===== config.mk =====
export PLATFORM = sky130hd
export DESIGN_NAME = adder_serial_flat
export DESIGN_NICKNAME = d
export VERILOG_FILES = /design/src/rtl/adder_serial_if.sv /design/src/rtl/adder_serial.sv /design/src/flat_wrapper.sv
export SDC_FILE = /design/constraint.sdc
export NUM_CORES = 1
export LEC_CHECK = 0
export ABC_CLOCK_PERIOD_IN_PS = 3600
export BUFFER_PORTS_ARGS = -buffer_cell sky130_fd_sc_hd__buf_2
export CAP_MARGIN = 40
export CELL_PAD_IN_SITES_DETAIL_PLACEMENT = 1
export CELL_PAD_IN_SITES_GLOBAL_PLACEMENT = 1
export CORE_ASPECT_RATIO = 1.5
export CORE_MARGIN = 2
export CORE_UTILIZATION = 42
export DETAILED_ROUTE_END_ITERATION = 12
export MAX_ROUTING_LAYER = met4
export PLACE_DENSITY_LB_ADDON = 0.08
export SYNTH_ARGS = -nofsm -noshare
export SYNTH_HDL_FRONTEND = slang
export SYNTH_SLANG_ARGS = --single-unit

===== constraint.sdc =====
create_clock -name clk -period 3.6 [get_ports clk]
set_clock_uncertainty 0.2 [all_clocks]
set_input_delay 0.36 -clock clk [delete_from_list [all_inputs] [get_ports clk]]
set_output_delay 0.36 -clock clk [all_outputs]
set_load 0.02 [all_outputs]

===== src/rtl/adder_serial_if.sv =====
// Operand/result handshake bundle for the digit-serial adder.
// The slave modport is the adder side, the master modport is the producer/consumer side.
interface adder_serial_if #(
   parameter int WIDTH = 32
);
   logic             in_valid;
   logic             in_ready;
   logic [WIDTH-1:0] a;
   logic [WIDTH-1:0] b;
   logic             ci;
   logic             sub;
   logic             out_valid;
   logic             out_ready;
   logic [WIDTH-1:0] s;
   logic             co;
   logic             ovf;

   modport slave (
      input  in_valid, a, b, ci, sub, out_ready,
      output in_ready, out_valid, s, co, ovf
   );

   modport master (
      output in_valid, a, b, ci, sub, out_ready,
      input  in_ready, out_valid, s, co, ovf
   );
endinterface


===== src/rtl/adder_serial.sv =====
// Digit-serial adder/subtractor: one DIGIT-bit carry chain reused over WIDTH/DIGIT cycles.
//   state | meaning
//   IDLE  | waiting for operands, in_ready=1
//   RUN   | one digit per clock, result rotates into the A register
//   DONE  | result valid, held until the consumer takes it
module adder_serial #(
   parameter int WIDTH = 32,
   parameter int DIGIT = 8
) (
   input  logic           clk,
   input  logic           rst_n,
   adder_serial_if.slave  bus
);
   localparam int NDIG = WIDTH / DIGIT;
   localparam int CW   = (NDIG > 1) ? $clog2(NDIG) : 1;

   typedef enum logic [1:0] {IDLE, RUN, DONE} state_t;

   state_t           state_q;
   logic [WIDTH-1:0] a_q, b_q, s_q;
   logic [WIDTH-1:0] a_d, b_d;
   logic [CW-1:0]    cnt_q;
   logic             carry_q, co_q, ovf_q, out_valid_q;

   logic [DIGIT-1:0] dig_a, dig_b, dig_s;
   logic             dig_c, msb_c, last, in_ready, accept;

   assign dig_a          = a_q[DIGIT-1:0];
   assign dig_b          = b_q[DIGIT-1:0];
   assign {dig_c, dig_s} = {1'b0, dig_a} + {1'b0, dig_b} + {{DIGIT{1'b0}}, carry_q};
   // Carry into the digit's top bit, recovered from the sum bit; only used on the last digit.
   assign msb_c          = dig_s[DIGIT-1] ^ dig_a[DIGIT-1] ^ dig_b[DIGIT-1];
   assign last           = (cnt_q == CW'(NDIG - 1));

   // The sum digit enters at the top of A while A shifts down; after NDIG steps A holds the result.
   if (NDIG == 1) begin : g_single
      assign a_d = dig_s;
      assign b_d = '0;
   end else begin : g_multi
      assign a_d = {dig_s, a_q[WIDTH-1:DIGIT]};
      assign b_d = {{DIGIT{1'b0}}, b_q[WIDTH-1:DIGIT]};
   end

   assign in_ready      = (state_q == IDLE) || ((state_q == DONE) && bus.out_ready);
   assign accept        = bus.in_valid && in_ready;
   assign bus.in_ready  = in_ready;
   assign bus.out_valid = out_valid_q;
   assign bus.s         = s_q;
   assign bus.co        = co_q;
   assign bus.ovf       = ovf_q;

   always_ff @(posedge clk or negedge rst_n) begin
      if (!rst_n) begin
         state_q     <= IDLE;
         a_q         <= '0;
         b_q         <= '0;
         s_q         <= '0;
         cnt_q       <= '0;
         carry_q     <= 1'b0;
         co_q        <= 1'b0;
         ovf_q       <= 1'b0;
         out_valid_q <= 1'b0;
      end else begin
         case (state_q)
            IDLE, DONE: begin
               if (state_q == DONE && bus.out_ready) begin
                  out_valid_q <= 1'b0;
                  state_q     <= IDLE;
               end
               if (accept) begin
                  a_q     <= bus.a;
                  b_q     <= bus.sub ? ~bus.b : bus.b;
                  carry_q <= bus.ci;
                  cnt_q   <= '0;
                  state_q <= RUN;
               end
            end
            RUN: begin
               a_q     <= a_d;
               b_q     <= b_d;
               carry_q <= dig_c;
               if (last) begin
                  s_q         <= a_d;
                  co_q        <= dig_c;
                  ovf_q       <= msb_c ^ dig_c;
                  out_valid_q <= 1'b1;
                  state_q     <= DONE;
               end else begin
                  cnt_q <= cnt_q + CW'(1);
               end
            end
            default: state_q <= IDLE;
         endcase
      end
   end
endmodule


===== src/flat_wrapper.sv =====
// flat-port wrapper written by rule: the top's interface ports become plain ports
module adder_serial_flat 
#(
   parameter int WIDTH = 32,
   parameter int DIGIT = 8
)
  (clk, rst_n, bus_in_valid, bus_a, bus_b, bus_ci, bus_sub, bus_out_ready, bus_in_ready, bus_out_valid, bus_s, bus_co, bus_ovf);
  adder_serial_if #(.WIDTH(WIDTH)) bus_i ();
  input  logic clk;
  input  logic rst_n;
  input wire logic [$bits(bus_i.in_valid)-1:0] bus_in_valid;
  input wire logic [$bits(bus_i.a)-1:0] bus_a;
  input wire logic [$bits(bus_i.b)-1:0] bus_b;
  input wire logic [$bits(bus_i.ci)-1:0] bus_ci;
  input wire logic [$bits(bus_i.sub)-1:0] bus_sub;
  input wire logic [$bits(bus_i.out_ready)-1:0] bus_out_ready;
  output wire logic [$bits(bus_i.in_ready)-1:0] bus_in_ready;
  output wire logic [$bits(bus_i.out_valid)-1:0] bus_out_valid;
  output wire logic [$bits(bus_i.s)-1:0] bus_s;
  output wire logic [$bits(bus_i.co)-1:0] bus_co;
  output wire logic [$bits(bus_i.ovf)-1:0] bus_ovf;
  assign bus_i.in_valid = bus_in_valid;
  assign bus_i.a = bus_a;
  assign bus_i.b = bus_b;
  assign bus_i.ci = bus_ci;
  assign bus_i.sub = bus_sub;
  assign bus_i.out_ready = bus_out_ready;
  assign bus_in_ready = bus_i.in_ready;
  assign bus_out_valid = bus_i.out_valid;
  assign bus_s = bus_i.s;
  assign bus_co = bus_i.co;
  assign bus_ovf = bus_i.ovf;
  adder_serial #(.WIDTH(WIDTH), .DIGIT(DIGIT)) u_core (.clk(clk), .rst_n(rst_n), .bus(bus_i));
endmodule

==> flow_metrics.env <==
export IMPL_place_congestion=0.787
export IMPL_setup_viol=0
export IMPL_grt_most_used_layer="met2"
export IMPL_ys_warn_count=0
export IMPL_drc=0
export IMPL_grt_use_met3_pct=3.44
export IMPL_grt_overflow_total=0
export IMPL_netlist_instances=458
export IMPL_hold_path_class="input port to flop"
export IMPL_cts_sinks=104
export IMPL_htree_levels=3
export IMPL_grtUsageTotal_pct=21.8
export IMPL_timing_fmax_ghz=0.340
export IMPL_mostFrequentLayoutCells="buf_2 (104), dfrtp_1 (104), nand2_1 (70)"
export IMPL_start_kind="flop"
export IMPL_grt_max_degree=61
export IMPL_final_period_utilization_pct=81.6
export IMPL_leakagePower_nw=2.70
export IMPL_drv_slew=0
export IMPL_die_x_um=91.9
export IMPL_diodes=0
export IMPL_path_buf_inv=0
export IMPL_clkLatencyLatePin_ns=0.35
export IMPL_yosysTopAreaCell="dfrtp_1"
export IMPL_dp_cells=690
export IMPL_syn_area_per_cell_um2=10.6
export IMPL_rr_endpoint="u_core.bus.ovf$_DFFE_PN0P_"
export IMPL_fin_nets=632
export IMPL_syn_nets=538
export IMPL_slowest_stage="fa_1"
export IMPL_ys_seq_area_share_pct=53.5
export IMPL_io_pin_count=106
export IMPL_r2r_start="u_core.carry_q$_DFFE_PN0P_"
export IMPL_grt_pass1_vias=3954
export IMPL_vias=3739
export IMPL_synth_area_leaders="dfrtp_1 (53%), mux2_2 (6.7%), xnor2_1 (5.9%)"
export IMPL_antenna_found_initial=0
export IMPL_hold_depth=3
export IMPL_cp_max_fo=3
export IMPL_relSlewSlack_pct=43.5
export IMPL_hold_path_startpoint="bus_a[31]"
export IMPL_syn_cell_area_mm2=0.00486
export IMPL_met2_usage_pct=39.0
export IMPL_hold_violations=0
export IMPL_min_to="u_core.a_q[31]$_DFFE_PN0P_"
export IMPL_portBuffers=105
export IMPL_cts_made_buffers=9
export IMPL_end_kind="flop"
export IMPL_critPathRequiredTime_ns=3.67
export IMPL_cts_root_buf="clkbuf_16"
export IMPL_detail_route_vias_per_cell=5.29
export IMPL_drv_cap=0
export IMPL_nFillCells=1309
export IMPL_rrSetupSlack_ns=0.66
export IMPL_period_needed_ns=2.94
export IMPL_start_util_pct=42.6
export IMPL_place_area_mm2=0.00553
export IMPL_final_cell_area_mm2=0.00587
export IMPL_instances_no_fill=707
export IMPL_coreArea_mm2=0.0114
export IMPL_reg2regPathDepth=7
export IMPL_postSynth_asyncResetShare_pct=100
export IMPL_path_depth=7
export IMPL_rsz0062_at_grt="false"
export IMPL_clkTransAtPathRegs_ns=0.07
export IMPL_first_pass_iters=4
export IMPL_final_layout_size_suffix_gt1_share_pct=30.0
export IMPL_die_y_um=136
export IMPL_postRouteAntennaNets=0
export IMPL_fin_hold_ws_ns=0.0596
export IMPL_wire_per_inst_um=17.9
export IMPL_worstMarginPinSlew_ns=0.847
export IMPL_pwr_density_cell_mw_per_mm2=1050
export IMPL_synth_edf_count=0
export IMPL_status="finished clean"
export IMPL_wirelength_um=12600
export IMPL_ys_ff_latch=104
export IMPL_synth_flop_cell="dfrtp_1"
export IMPL_crit_family="adder cells"
export IMPL_max_stage_delay_ns=0.50
export IMPL_dieArea_mm2=0.0125
export IMPL_vdd_ir_drop_max_mv=0.388
export IMPL_num_rows=48
export IMPL_synth_top_area_share_pct=53.5
export IMPL_drt_iter0_drc=99
export IMPL_cts_tree="yes"
export IMPL_met1_usage_pct=24.2
export IMPL_grt_pass1_wl_um=20400
export IMPL_crit_chain="fa_1 > fa_1 > a211oi_1 > o21ai_1 > a31oi_1 > xnor3_1 > o21ai_2"
export IMPL_place_hpwl_um=9250
export IMPL_cts_setup_buffers=0
export IMPL_area_delta_synth_final_pct=20.7
export IMPL_fin_setup_tns_ns=0
export IMPL_synth_distinct_cells=35
export IMPL_max_clock_path_buffers=2
export IMPL_crit_top_cell="fa_1"
export IMPL_crit_type="flop to flop"
export IMPL_arrival_ns=3.01
-- stage by stage --
| stage | util [%] | setup WS, ns | total power [W] |
|---|---|---|---|
| after floorplan | - | 0.889 | 0.00419 |
| after global placement | 48.5 | 0.748 | 0.00505 |
| after detailed placement | 48.5 | 0.667 | 0.00518 |
| after CTS | 51.5 | 0.642 | 0.00628 |
| after global routing | 51.5 | 0.445 | 0.00665 |
| final | 51.5 | 0.662 | 0.00619 |
-- kinds of logic (layout without fill, tap and decap cells) --
family	after synthesis	in the layout	synth area share [%]
adders and majority gates	10	10	2.88
buffers and inverters	36	135	3.06
muxes	33	33	7.54
AOI/OAI and AO/OA	97	97	14.6
DFF	104	104	53.5
and+or+nand+nor	139	139	11.1
xor gates and xnor gates	39	39	7.30
-- synth_stat cells (2+ instances only) --
cell,count
a211oi_1,2
a211oi_2,2
a21oi_1,6
a221o_1,24
a22oi_1,2
a31oi_1,30
buf_1,2
buf_2,11
clkbuf_1,18
dfrtp_1,104
fa_1,2
ha_1,8
inv_1,4
mux2_2,29
mux2i_1,4
nand2_1,71
nand3_1,7
nor2_1,57
o211ai_1,2
o21ai_0,22
xnor2_1,33
xor2_1,5
-- per-layer routing --
layer | up-vias | share of wire (%) | wire length (um)
met5 | - | 0 | 0
met4 | 0 | 2.9 | 367
met3 | 14 | 3.4 | 434
met2 | 89 | 53 | 6710
met1 | 1858 | 41 | 5110
li1 | 1778 | - | -
-- cell type report --
type                            count  area [um^2]  area share [%]
Sequential cell                   104         2600            44.3
Multi-Input combinational cell    318         2120            36.1
Tap cell                          150          188            3.20
Clock inverter                      5         88.8            1.51
Timing Repair Buffer              114          611            10.4
Inverter                            5         18.8           0.320
Clock buffer                       11          243            4.13
-- sequential cells by signal, summed over array words and instances (netlist names) --
signal and flops:
u_core.a_q 32, u_core.b_q 32, u_core.cnt_q 2, u_core.bus.ovf 1, u_core.state_q 2, u_core.bus.out_valid 1
u_core.carry_q 1, u_core.bus.s 32, u_core.bus.co 1
-- power breakdown --
group	switching [W]	total, W	internal (W)
sequential	0.000427	0.00218	0.00176
combinational	0.00171	0.00293	0.00122
clock	0.000436	0.00107	0.000636
total	0.00257	0.00619	0.00361
-- worst max path at each step --
| stage | from | to |
|---|---|---|
| 2_1_floorplan | u_core.carry_q$_DFFE_PN0P_ | u_core.bus.ovf$_DFFE_PN0P_ |
| 3_3_place_gp | u_core.carry_q$_DFFE_PN0P_ | u_core.bus.ovf$_DFFE_PN0P_ |
| 3_5_place_dp | u_core.carry_q$_DFFE_PN0P_ | u_core.bus.ovf$_DFFE_PN0P_ |
| 4_1_cts | u_core.carry_q$_DFFE_PN0P_ | u_core.bus.ovf$_DFFE_PN0P_ |
| 5_1_grt | u_core.carry_q$_DFFE_PN0P_ | u_core.bus.ovf$_DFFE_PN0P_ |
| 6_report | u_core.carry_q$_DFFE_PN0P_ | u_core.bus.ovf$_DFFE_PN0P_ |
-- timing repair --
action / 4_1_cts / 5_1_grt
hold buffers: 1 / 0
endpoints found under the setup margin: 0 / 0
resized for setup: 0 / 0
endpoints found under the hold margin: 59 / 0
-- tightest hold or removal path: cells and delay by family --
| kind | cells | cell delay (ns) |
|---|---|---|
| AOI/OAI and AO/OA | 2 | 0.13 |
| buffers and inverters | 1 | 0.08 |
Note: power is estimated with default switching activity, not from simulation.
